--- src/rtl/mem_port_arbiter_if.sv ---
// Shared RAM port bundle: IF fetch side, MEM data side and the RAM itself.
// The arbiter takes the slave view; the pipeline/RAM environment takes master.
interface mem_port_arbiter_if #(
  parameter int ADDR_W = 16,
  parameter int DATA_W = 16
);
  logic              if_req;
  logic [ADDR_W-1:0] if_addr;
  logic              if_flush;
  logic              if_ack;
  logic              if_valid;
  logic [DATA_W-1:0] if_rdata;

  logic              mem_req;
  logic              mem_we;
  logic [ADDR_W-1:0] mem_addr;
  logic [DATA_W-1:0] mem_wdata;
  logic              mem_ack;
  logic              mem_valid;
  logic [DATA_W-1:0] mem_rdata;

  logic [ADDR_W-1:0] ram_addr;
  logic              ram_we;
  logic [DATA_W-1:0] ram_wdata;
  logic [DATA_W-1:0] ram_rdata;

  modport slave (
    input  if_req, if_addr, if_flush,
    output if_ack, if_valid, if_rdata,
    input  mem_req, mem_we, mem_addr, mem_wdata,
    output mem_ack, mem_valid, mem_rdata,
    output ram_addr, ram_we, ram_wdata,
    input  ram_rdata
  );

  modport master (
    output if_req, if_addr, if_flush,
    input  if_ack, if_valid, if_rdata,
    output mem_req, mem_we, mem_addr, mem_wdata,
    input  mem_ack, mem_valid, mem_rdata,
    input  ram_addr, ram_we, ram_wdata,
    output ram_rdata
  );
endinterface

--- src/rtl/mem_port_arbiter.sv ---
// Single RAM port shared by fetch and memory stages: MEM-priority grant with
// an IF anti-starvation override, 1-cycle read return routed to its owner.
module mem_port_arbiter #(
  parameter int                ADDR_W       = 16,
  parameter int                DATA_W       = 16,
  parameter logic [DATA_W-1:0] NOP_WORD     = '0,
  parameter int                STARVE_LIMIT = 4
) (
  input logic clk,
  input logic rst,
  mem_port_arbiter_if.slave bus
);

  typedef enum logic [1:0] {
    NONE,
    IF_RD,
    MEM_RD
  } owner_t;

  localparam logic [3:0] LIMIT = 4'(STARVE_LIMIT);

  owner_t            pend_q, pend_d;
  logic [3:0]        starve_q, starve_d;
  logic [ADDR_W-1:0] addr_q;
  logic [DATA_W-1:0] wdata_q;
  logic              force_if;
  logic              grant_if;
  logic              grant_mem;

  // Acks are held low while reset is asserted, not just after it.
  assign force_if  = bus.if_req && (starve_q == LIMIT);
  assign grant_if  = !rst && bus.if_req && (!bus.mem_req || force_if);
  assign grant_mem = !rst && bus.mem_req && !grant_if;

  always_ff @(posedge clk or posedge rst) begin
    if (rst) begin
      pend_q   <= NONE;
      starve_q <= '0;
      addr_q   <= '0;
      wdata_q  <= '0;
    end else begin
      pend_q   <= pend_d;
      starve_q <= starve_d;
      addr_q   <= bus.ram_addr;
      wdata_q  <= bus.ram_wdata;
    end
  end

  always_comb begin
    pend_d        = NONE;
    bus.if_ack    = 1'b0;
    bus.mem_ack   = 1'b0;
    bus.ram_addr  = addr_q;
    bus.ram_we    = 1'b0;
    bus.ram_wdata = wdata_q;
    unique case (1'b1)
      grant_if: begin
        pend_d       = IF_RD;
        bus.if_ack   = 1'b1;
        bus.ram_addr = bus.if_addr;
      end
      grant_mem: begin
        pend_d        = bus.mem_we ? NONE : MEM_RD;
        bus.mem_ack   = 1'b1;
        bus.ram_addr  = bus.mem_addr;
        bus.ram_we    = bus.mem_we;
        bus.ram_wdata = bus.mem_wdata;
      end
      default: ;
    endcase
  end

  always_comb begin
    starve_d = starve_q;
    if (!bus.if_req || grant_if)
      starve_d = '0;
    else if (starve_q < LIMIT)
      starve_d = starve_q + 4'd1;
  end

  always_comb begin
    bus.if_valid  = (pend_q == IF_RD) && !bus.if_flush;
    bus.if_rdata  = bus.if_valid ? bus.ram_rdata : NOP_WORD;
    bus.mem_valid = (pend_q == MEM_RD);
    bus.mem_rdata = bus.mem_valid ? bus.ram_rdata : '0;
  end

endmodule

--- src/flat_wrapper.sv ---
// flat-port wrapper written by rule: the top's interface ports become plain ports
module mem_port_arbiter_flat 
#(
  parameter int                ADDR_W       = 16,
  parameter int                DATA_W       = 16,
  parameter logic [DATA_W-1:0] NOP_WORD     = '0,
  parameter int                STARVE_LIMIT = 4
)
  (clk, rst, bus_if_req, bus_if_addr, bus_if_flush, bus_if_ack, bus_if_valid, bus_if_rdata, bus_mem_req, bus_mem_we, bus_mem_addr, bus_mem_wdata, bus_mem_ack, bus_mem_valid, bus_mem_rdata, bus_ram_addr, bus_ram_we, bus_ram_wdata, bus_ram_rdata);
  mem_port_arbiter_if #(.ADDR_W(ADDR_W), .DATA_W(DATA_W)) bus_i ();
  input logic clk;
  input logic rst;
  input wire logic [$bits(bus_i.if_req)-1:0] bus_if_req;
  input wire logic [$bits(bus_i.if_addr)-1:0] bus_if_addr;
  input wire logic [$bits(bus_i.if_flush)-1:0] bus_if_flush;
  output wire logic [$bits(bus_i.if_ack)-1:0] bus_if_ack;
  output wire logic [$bits(bus_i.if_valid)-1:0] bus_if_valid;
  output wire logic [$bits(bus_i.if_rdata)-1:0] bus_if_rdata;
  input wire logic [$bits(bus_i.mem_req)-1:0] bus_mem_req;
  input wire logic [$bits(bus_i.mem_we)-1:0] bus_mem_we;
  input wire logic [$bits(bus_i.mem_addr)-1:0] bus_mem_addr;
  input wire logic [$bits(bus_i.mem_wdata)-1:0] bus_mem_wdata;
  output wire logic [$bits(bus_i.mem_ack)-1:0] bus_mem_ack;
  output wire logic [$bits(bus_i.mem_valid)-1:0] bus_mem_valid;
  output wire logic [$bits(bus_i.mem_rdata)-1:0] bus_mem_rdata;
  output wire logic [$bits(bus_i.ram_addr)-1:0] bus_ram_addr;
  output wire logic [$bits(bus_i.ram_we)-1:0] bus_ram_we;
  output wire logic [$bits(bus_i.ram_wdata)-1:0] bus_ram_wdata;
  input wire logic [$bits(bus_i.ram_rdata)-1:0] bus_ram_rdata;
  assign bus_i.if_req = bus_if_req;
  assign bus_i.if_addr = bus_if_addr;
  assign bus_i.if_flush = bus_if_flush;
  assign bus_if_ack = bus_i.if_ack;
  assign bus_if_valid = bus_i.if_valid;
  assign bus_if_rdata = bus_i.if_rdata;
  assign bus_i.mem_req = bus_mem_req;
  assign bus_i.mem_we = bus_mem_we;
  assign bus_i.mem_addr = bus_mem_addr;
  assign bus_i.mem_wdata = bus_mem_wdata;
  assign bus_mem_ack = bus_i.mem_ack;
  assign bus_mem_valid = bus_i.mem_valid;
  assign bus_mem_rdata = bus_i.mem_rdata;
  assign bus_ram_addr = bus_i.ram_addr;
  assign bus_ram_we = bus_i.ram_we;
  assign bus_ram_wdata = bus_i.ram_wdata;
  assign bus_i.ram_rdata = bus_ram_rdata;
  mem_port_arbiter #(.ADDR_W(ADDR_W), .DATA_W(DATA_W), .NOP_WORD(NOP_WORD), .STARVE_LIMIT(STARVE_LIMIT)) u_core (.clk(clk), .rst(rst), .bus(bus_i));
endmodule
--- config.mk ---
export PLATFORM = sky130hd
export DESIGN_NAME = mem_port_arbiter_flat
export DESIGN_NICKNAME = d
export VERILOG_FILES = /design/src/rtl/mem_port_arbiter_if.sv /design/src/rtl/mem_port_arbiter.sv /design/src/flat_wrapper.sv
export SDC_FILE = /design/constraint.sdc
export NUM_CORES = 1
export LEC_CHECK = 0
export BUFFER_PORTS_ARGS = -buffer_cell sky130_fd_sc_hd__buf_2
export CAP_MARGIN = 40
export CORE_ASPECT_RATIO = 0.7
export CORE_MARGIN = 2
export CORE_UTILIZATION = 43
export CTS_CLUSTER_DIAMETER = 150
export DETAILED_ROUTE_END_ITERATION = 12
export PLACE_DENSITY = 0.85
export SYNTH_ARGS = -nofsm -noshare
export SYNTH_HDL_FRONTEND = slang
export SYNTH_SLANG_ARGS = --single-unit
--- constraint.sdc ---
create_clock -name clk -period 4.1 [get_ports clk]
set_clock_uncertainty 0.1 [all_clocks]
set_input_delay 0.205 -clock clk [delete_from_list [all_inputs] [get_ports clk]]
set_output_delay 0.205 -clock clk [all_outputs]
set_load 0.01 [all_outputs]
==> run_results.csv, run 1 <==
group,metric,value,unit
outcome,run_status,"finished, final reports clean",
clock_network,cts_tree,"done",
yosys,ys_types,21,
setup_path,path_buf_inv,3,
yosys,synth.cell_area,0.001841,mm²
clock_network,ctsHtreeMaxLevel,2,
power_and_ir_drop,p_per_area,365.8,mW/mm²
global_routing,grt_max_degree,39,
setup_path,crit_slowest_cell,"o211a_1",
place,dp_cells,337,
setup_path,slowest_delay,0.40,ns
clock_network,cts_setup_buffers,0,
timing,finalCriticalPeriod,2.682,ns
final_layout,final_cells,346,
die,dieHeight,58.74,µm
setup_path,worstSetupPathType,"reg2out",
setup_path,cpLargestDelayFamily,"buffers and inverters",
timing,max_freq,372.9,MHz
setup_path,endpoint_kind,"output pin",
die,dieArea,0.004828,mm²
global_routing,grt_pass1_wl,7.210,mm
worst_hold_path,min_path_type,"in2async",
clock_network,cts-resized-gates,0,
die,coreArea,0.004018,mm²
final_layout,register_area,950.9,µm²
yosys,synth-warning-count,0,
power_and_ir_drop,power_frac_clock,32.2,%
route,drc,0,
route,drt_first_pass_iters,4,
yosys,synthTopCellsByArea,"dfrtp_1, and2_1, mux2_2",
final_layout,post-route-util,66.86,%
clock_network,clk_pin_slew_worst_paths,0.08,ns
global_routing,grt.overflow.total,0,
final_layout,diodes,0,
die,num_io_pins,139,
route,avgRoutedWirePerCell,13.73,µm
timing,tightest_slew,0.7783,ns
timing,drv_slew,0,
power_and_ir_drop,comb_power_share,23.5,%
final_layout,drive_above_1_share,57.14,%
power_and_ir_drop,p_switching,264.1,µW
global_routing,first_global_vias,1655,
clock_network,cts.root.buffer_cell,"clkbuf_8",
final_layout,finalInstanceArea,0.002686,mm²
yosys,yosysTopAreaCell,"dfrtp_1",
route,met2RoutedLength,2.269,mm
clock_network,cts.sinks,38,
power_and_ir_drop,worst_ir_drop_vdd,0.3735,mV
place,place_congestion,0.7319,
timing,finalSetupViolCount,0,
timing,rsz0062_at_grt,"false",
timing,period_share,65.41,%
final_layout,area_delta_synth_final,45.96,%
die,initial_core_util,45.81,%
clock_network,clk-insertion-delay-late,0.29,ns
clock_network,cts_made_buffers,5,
power_and_ir_drop,intPower,718.5,µW
yosys,avgSynthCellArea,12.19,µm²
setup_path,start_kind,"register",
global_routing,grt_antenna_before_repair,0,
power_and_ir_drop,power.leakage,0.001489,µW
place,io_buffers,138,
place,place_area,0.002562,mm²
timing,final.setup.tns,0,ns
setup_path,worstPathRequired,3.80,ns
place,place_hpwl,3.687,mm
route,first_iter_violations,40,
timing,relSlewSlack,48.00,%
run,max_cap_violations,0,
yosys,netlist_instances,151,
global_routing,grtUsageTotal,20.24,%
route,vias,1688,
yosys,syn-num-nets,223,
final_layout,fill_cells,326,
route,drt-met1-wl,1.840,mm
power_and_ir_drop,switching_share,26.88,%
yosys,yosysSeqAreaShare,51.67,%
route,wl,4.752,mm
route,drtAntennaViolNets,0,
setup_path,cp_cell_sequence,"inv_1, ha_1, nand3b_4, o211a_1, buf_4, mux2_2, buf_2",
route,via_per_inst,4.879,
route,met3WireLength,579,µm
final_layout,multiInputGateArea,809.5,µm²
power_and_ir_drop,seq_power_share,44.3,%
yosys,ys_ff_latch,38,
route,dr.max_layer_used,"met4",
final_layout,final_nets,365,
setup_path,path_max_fanout,23,
die,rows,19,
yosys,synth_top_area_share,51.67,%
clock_network,cts_buffer_depth,2,
setup_path,crit_arrival,2.38,ns
die,die_x,82.20,µm
timing,final-hold-violation-count,0,
==> power groups by stage <==
stage / logic (µW) / registers [µW] / clock network [µW]
final: 231 / 435 / 316
after global routing: 253 / 440 / 339
after CTS: 234 / 436 / 324
after detailed placement: 231 / 443 / 0
after global placement: 227 / 440 / 0
after floorplan: 133 / 437 / 0
==> what timing repair did <==
item                                   4_1_cts  5_1_grt
endpoints found under the hold margin        1        0
hold buffers                                 1        0
setup endpoints to repair                    0        0
==> path summary, 6_finish.rpt <==
path	cells after the start	slack, ns	to	from
hold / removal	3	0.0009	u_core.addr_q[11]	rst
hold reg to reg	1	0.40	u_core.wdata_q[12]	u_core.wdata_q[12]
setup reg to reg	6	1.94	u_core.wdata_q[1]	u_core.starve_q[0]
max in group asynchronous	3	3.57	u_core.wdata_q[3]	rst
setup / recovery	7	1.42	bus_ram_wdata[4]	u_core.starve_q[0]
min in group clk	2	0.06	u_core.wdata_q[10]	bus_mem_wdata[10]
==> synth_stat cells, drive strengths merged <==
library cell   n
nor2b          2
ha             2
a221o         16
mux2i          1
nor3           4
buf            5
a21oi          2
a211oi         2
dfrtp         38
clkbuf         3
xnor2          1
nor3b          1
inv            5
mux2          16
o21bai         1
nand3b         1
nor2           1
and2          49
o211a          1
==> tightest hold or removal path, stage by stage <==
cell	delay [ns]
buf_2	0.14
inv_1	0.07
buf_4	0.41
==> per-layer routing <==
layer / GRT usage, % / vias to the layer above
met3: 8.742 / 7
met1: 21.14 / 779
met5: 0 / -
met2: 35.60 / 96
met4: 8.571 / 0
li1: - / 806
==> layout by cell type, fill, tap and decap left out <==
cell type	synthesis	routed
a211oi_1	1	1
a211oi_4	1	1
a21oi_1	2	2
a221o_1	16	16
and2_1	49	49
buf_2	1	139
buf_4	0	3
bufinv_16	0	1
clkbuf_8	0	5
clkinvlp_4	0	2
dfrtp_1	38	38
dlygate4sd3_1	0	1
ha_1	2	2
inv_1	5	5
mux2_2	16	16
mux2i_1	1	1
nand3b_4	1	1
nor2_1	1	1
nor2b_1	2	2
nor3_1	4	4
nor3b_1	1	1
o211a_1	1	1
o21bai_1	1	1
xnor2_1	1	1
==> layout make-up <==
| type | count | area share, % |
|---|---|---|
| Timing Repair Buffer | 143 | 27.11 |
| Tap cell | 52 | 2.422 |
| Sequential cell | 38 | 35.40 |
| Inverter | 5 | 0.6986 |
| Clock buffer | 5 | 2.562 |
| Multi-Input combinational cell | 100 | 30.14 |
| Clock inverter | 3 | 1.677 |
==> stage by stage <==
| step | setup WS, ns | hold slack (ns) | total power (µW) |
|---|---|---|---|
| floorplan | 1.865 | 0.1706 | 570.2 |
| global placement | 1.777 | 0.3002 | 667.0 |
| detailed placement | 1.729 | 0.3072 | 673.5 |
| CTS | 1.398 | 0.008689 | 993.6 |
| global route | 1.254 | 0.03252 | 1033 |
| finish | 1.418 | 0.0008780 | 982.6 |
==> sequential cells by signal, summed over array words and instances (netlist names) <==
register,cells
u_core.addr_q,16
u_core.wdata_q,16
u_core.pend_q,2
u_core.starve_q,4
==> kinds of logic (layout without fill, tap and decap cells) <==
group                    count (synthesis)  count (layout)  synth area share [%]
XOR/XNOR                                 1               1                0.4760
AO/OA/AOI/OAI                           22              22                 11.69
buffers and inverters                   13             156                 4.350
flip-flops                              38              38                 51.67
adder cells (fa/ha/maj)                  2               2                 1.359
AND/OR/NAND/NOR                         58              58                 20.12
multiplexers                            17              17                 10.33
(Power assumes the default switching activity.)
==> run 2, diff against run 1 <==
--- a/config.mk
+++ b/config.mk
@@ -9,10 +9,10 @@
 export CAP_MARGIN = 40
 export CORE_ASPECT_RATIO = 0.7
 export CORE_MARGIN = 2
-export CORE_UTILIZATION = 43
+export CORE_UTILIZATION = 40
 export CTS_CLUSTER_DIAMETER = 150
 export DETAILED_ROUTE_END_ITERATION = 12
-export PLACE_DENSITY = 0.85
+export PLACE_DENSITY = 0.8
 export SYNTH_ARGS = -nofsm -noshare
 export SYNTH_HDL_FRONTEND = slang
 export SYNTH_SLANG_ARGS = --single-unit
==> constraint.sdc (replaced) <==
create_clock -name clk -period 2.5 [get_ports clk]
set_clock_uncertainty 0.1 [all_clocks]
set_input_delay 0.125 -clock clk [delete_from_list [all_inputs] [get_ports clk]]
set_output_delay 0.125 -clock clk [all_outputs]
set_load 0.01 [all_outputs]
==> run 2 against run 1 <==
Effect of this change:
- power up 69%
- die area up 7.1%
- hold slack better by 0.0045 ns
- via count up 7.0%
- non-clock buffer count up 27
- largest cell class is now buffers
==> run_results.csv, run 2 (synthesis results as in run 1) <==
group,metric,value,unit
outcome,run_status,"finished, final reports clean",
place,dp_cells,341,
die,initial_core_util,42.03,%
timing,period_share,96.57,%
timing,final-hold-violation-count,0,
final_layout,fill_cells,350,
timing,finalSetupViolCount,0,
clock_network,cts_made_buffers,5,
clock_network,cts.sinks,38,
worst_hold_path,min_path_type,"in2reg",
final_layout,diodes,0,
timing,tightest_slew,0.8109,ns
setup_path,r2r_cells,7,
setup_path,reg2reg_from,"u_core.starve_q[0]",
setup_path,crit_arrival,2.48,ns
global_routing,grt_max_degree,39,
timing,final.setup.tns,0,ns
timing,max_freq,414.2,MHz
clock_network,clk_pin_slew_worst_paths,0.07,ns
final_layout,multiInputGateArea,819.5,µm²
global_routing,grt.overflow.total,0,
clock_network,clk-insertion-delay-late,0.28,ns
route,wl,5.233,mm
setup_path,endpoint_kind,"register",
final_layout,area_delta_synth_final,62.00,%
route,drc,0,
place,place_congestion,0.7127,
clock_network,cts_setup_buffers,0,
setup_path,start_kind,"register",
power_and_ir_drop,worst_ir_drop_vdd,0.4973,mV
timing,finalCriticalPeriod,2.414,ns
power_and_ir_drop,p_per_area,555.3,mW/mm²
final_layout,final_common_cell,"buf_2",
final_layout,final_nets,392,
die,dieArea,0.005169,mm²
power_and_ir_drop,power.leakage,0.001612,µW
place,io_buffers,138,
die,num_io_pins,139,
run,max_cap_violations,0,
global_routing,grt_antenna_before_repair,0,
setup_path,path_max_fanout,30,
setup_path,ff2ff_setup_slack,0.09,ns
route,drtAntennaViolNets,0,
die,coreArea,0.004379,mm²
clock_network,cts_tree,"done",
final_layout,top_regs,"u_core.addr_q: 16 flops, u_core.wdata_q: 16 flops, u_core.starve_q: 4 flops",
place,place_hpwl,3.752,mm
setup_path,worstPathRequired,2.56,ns
global_routing,grtUsageTotal,20.30,%
worst_hold_path,hp-start,"bus_if_addr[4]",
final_layout,drive_above_1_share,53.13,%
final_layout,final_cell_mix,"buf_2, and2_1, dfrtp_1",
route,vias,1807,
timing,rsz0062_at_grt,"false",
final_layout,final_cells,375,
route,avgRoutedWirePerCell,13.95,µm
final_layout,register_area,950.9,µm²
clock_network,ctsHtreeMaxLevel,2,
global_routing,grt_pass1_wl,8.059,mm
timing,drv_slew,0,
clock_network,cts.root.buffer_cell,"clkbuf_8",
setup_path,worstSetupPathType,"reg2reg",
worst_hold_path,hold_path_end,"u_core.addr_q[4]",
timing,relSlewSlack,45.83,%
global_routing,first_global_vias,1727,
die,rows,20,
worst_hold_path,hold-path-cell-count,2,
route,drt_first_pass_iters,4,
die,dieHeight,60.76,µm
route,first_iter_violations,92,
setup_path,r2r-end,"u_core.addr_q[6]",
route,via_per_inst,4.819,
clock_network,cts_buffer_depth,2,
die,die_x,85.08,µm
[run 2: cell types whose count changed in the layout (fill, tap and decap cells not counted), sizes merged]
| cell | change |
|---|---|
| dlygate4sd3 | +26 |
| clkinvlp | -2 |
| buf | +1 |
| clkbuf | +1 |
[run 2: through the flow]
stage               total power (µW)  cell area (µm²)  hold slack, ns  setup slack [ns]  utilization [%]
finish                          1656             2982        0.005365           0.08576            68.09
global route                    1757             2982        0.001407          0.009209            68.09
global placement                1098             2581          0.1953            0.5267            58.94
floorplan                      935.1             1841         0.09064            0.4117                -
detailed placement              1111             2589          0.1993            0.4683            59.11
CTS                             1667             2942       0.0005556           0.06409            67.17
[run 2: final cells by class]
cell class / count / area share, %
sequential: 38 / 31.89
clock buffer: 6 / 2.770
clock inverter: 1 / 1.007
timing repair buffer: 170 / 33.91
inverter: 5 / 0.6295
tap: 55 / 2.308
multi-input combinational: 100 / 27.49
[run 2: worst max path at each step]
stage	slack (ns)	start	cells past startpoint	endpoint
after global routing	0.009	u_core.starve_q[0]	7	u_core.addr_q[12]
final	0.09	u_core.starve_q[0]	7	u_core.addr_q[6]
after floorplan	0.41	rst	5	u_core.wdata_q[10]
after global placement	0.53	u_core.starve_q[0]	7	bus_ram_addr[9]
after detailed placement	0.47	u_core.starve_q[0]	7	bus_ram_addr[7]
after CTS	0.06	u_core.starve_q[0]	7	u_core.addr_q[6]
[run 2: critical path: stages, from the launching register on]
cell and delay, ns:
dfrtp_1 0.41, inv_1 0.08, ha_2 0.19, nand3b_4 0.12, o211a_4 0.28, buf_12 0.17
a221o_1 0.38, dlygate4sd3_1 0.57
[run 2: repair_timing]
action / 4_1_cts / 5_1_grt
resized for setup: 0 / 2
hold buffers: 24 / 3
endpoints found under the setup margin: 0 / 5
endpoints found under the hold margin: 56 / 3
[run 2: metal layers]
metal	GRT usage, %	part of all wire (%)
met5	0	0
met2	38.17	52
met4	3.628	0.57
met3	5.714	8.7
met1	24.02	39
[run 2: power by group]
group          leakage, µW  internal [µW]  switching (µW)
Sequential        0.000466            692            20.5
Combinational      0.00109            230             200
Clock            0.0000573            319             194
==> run 3, diff against run 2 <==
==> constraint.sdc (replaced) <==
create_clock -name clk -period 2.7 [get_ports clk]
set_clock_uncertainty 0.1 [all_clocks]
set_input_delay 0.405 -clock clk [delete_from_list [all_inputs] [get_ports clk]]
set_output_delay 0.405 -clock clk [all_outputs]
set_load 0.01 [all_outputs]
==> run 3 against run 2 <==
Effect of this change:
- via count decreased by 7.8%
- routed wire length decreased by 9.0%
- combinational power decreased by 17%
- largest power group unchanged
==> run_results.csv, run 3 (synthesis results as in run 1) <==
group,metric,value,unit
clock_network,cts_buffer_depth,2,
route,wl,4.761,mm
final_layout,final_nets,365,
route,avgRoutedWirePerCell,13.64,µm
die,rows,20,
route,via_per_inst,4.774,
timing,rsz0062_at_grt,"false",
route,drc,0,
power_and_ir_drop,p_per_area,579.9,mW/mm²
clock_network,ctsHtreeMaxLevel,2,
worst_hold_path,hold-path-cell-count,2,
die,coreArea,0.004379,mm²
final_layout,area_delta_synth_final,48.54,%
die,initial_core_util,42.03,%
clock_network,cts.sinks,38,
timing,finalCriticalPeriod,2.581,ns
timing,finalSetupViolCount,0,
clock_network,cts_setup_buffers,0,
timing,final-hold-violation-count,0,
place,io_buffers,138,
setup_path,ff2ff_setup_slack,0.83,ns
worst_hold_path,min_path_type,"in2reg",
die,dieHeight,60.76,µm
clock_network,cts.root.buffer_cell,"clkbuf_8",
final_layout,final_cell_mix,"buf_2, and2_1, dfrtp_1",
place,place_congestion,0.7039,
setup_path,worstPathRequired,2.19,ns
setup_path,path_max_fanout,30,
route,first_iter_violations,39,
place,place_ws,0.3610,ns
timing,max_freq,387.5,MHz
global_routing,grt_max_degree,39,
timing,final.setup.tns,0,ns
setup_path,cp_cell_sequence,"inv_1, ha_1, nand3b_4, o211a_4, buf_12, a221o_1, buf_2",
final_layout,final_common_cell,"buf_2",
route,vias,1666,
route,drt_first_pass_iters,4,
global_routing,grt_pass1_wl,7.500,mm
global_routing,grtUsageTotal,18.85,%
route,drtAntennaViolNets,0,
timing,drv_slew,0,
global_routing,first_global_vias,1661,
run,max_cap_violations,0,
timing,setup_ws,0.1190,ns
timing,tightest_slew,0.7659,ns
final_layout,multiInputGateArea,817.0,µm²
setup_path,worstSetupPathType,"reg2out",
global_routing,grt_antenna_before_repair,0,
setup_path,crit_slowest_cell,"dfrtp_1",
die,num_io_pins,139,
final_layout,top_regs,"u_core.addr_q: 16 flops, u_core.wdata_q: 16 flops, u_core.starve_q: 4 flops",
setup_path,crit_arrival,2.08,ns
die,die_x,85.08,µm
setup_path,slowest_delay,0.41,ns
outcome,run_status,"finished, final reports clean",
clock_network,cts_made_buffers,5,
setup_path,r2r_cells,6,
clock_network,clk-insertion-delay-late,0.28,ns
final_layout,diodes,0,
final_layout,drive_above_1_share,57.82,%
global_routing,grt.overflow.total,0,
timing,period_share,95.59,%
power_and_ir_drop,worst_ir_drop_vdd,0.4319,mV
clock_network,clk_pin_slew_worst_paths,0.08,ns
clock_network,cts_tree,"done",
setup_path,start_kind,"register",
die,dieArea,0.005169,mm²
final_layout,register_area,950.9,µm²
power_and_ir_drop,power.leakage,0.001507,µW
setup_path,endpoint_kind,"output pin",
timing,relSlewSlack,48.84,%
place,dp_cells,341,
final_layout,final_cells,349,
final_layout,fill_cells,388,
place,place_hpwl,3.803,mm
[run 3: cell count changes in the layout (fill, tap and decap cells not counted)]
cell	previous run	this run
ha_2	1	0
clkinv_4	0	1
bufinv_16	1	2
ha_1	1	2
dlygate4sd3_1	27	0
clkbuf_8	6	5
[run 3: path summary, 6_finish.rpt]
check	from	to
setup / recovery	u_core.starve_q[0]	bus_ram_addr[3]
hold / removal	bus_mem_we	u_core.pend_q[1]
setup reg to reg	u_core.starve_q[0]	u_core.addr_q[3]
hold reg to reg	u_core.wdata_q[10]	u_core.wdata_q[10]
max in group asynchronous	rst	u_core.addr_q[14]
min in group asynchronous	rst	u_core.starve_q[3]
[run 3: final cells by class]
cell class                 instances  area share [%]
clock buffer                       5           2.517
clock inverter                     3           2.517
multi-input combinational        100           29.89
timing repair buffer             143           27.09
tap                               55           2.517
sequential                        38           34.78
inverter                           5          0.6865
[run 3: where the power goes]
group / leakage, µW / total, µW / switching [µW] / internal, µW
Clock: 0.0000683 / 569 / 199 / 370
Combinational: 0.000973 / 355 / 176 / 179
Sequential: 0.000466 / 661 / 20.4 / 641
[run 3: what timing repair did]
action                                  4_1_cts  5_1_grt
gates resized for setup                       0        1
endpoints found under the setup margin        0       30
hold endpoints to repair                      0        0
hold buffers                                  0        0
[run 3: routing by layer]
metal	global-route usage, %	vias to the layer above	part of all wire (%)
li1	-	809	-
met1	20.89	765	40
met2	35.83	90	49
met3	7.075	2	11
met4	3.401	0	0.25
met5	0	-	0
[run 3: metrics by stage]
stage          hold slack (ns)  total power (µW)  util [%]  area, µm²
3_5_place_dp            0.3835              1030     59.11       2589
4_1_cts                 0.1752              1605     62.26       2726
5_1_grt                 0.1854              1667     62.43       2734
6_report                0.1815              1585     62.43       2734
2_1_floorplan           0.3706             865.8         -       1841
3_3_place_gp            0.3764              1017     58.94       2581
[run 3: critical path: cells and delay by family, from the launching register on]
family | cells | cell delay (ns)
buffers and inverters | 3 | 0.40
and+or+nand+nor | 1 | 0.12
adders and majority gates | 1 | 0.19
DFF | 1 | 0.41
AOI/OAI and AO/OA | 2 | 0.68
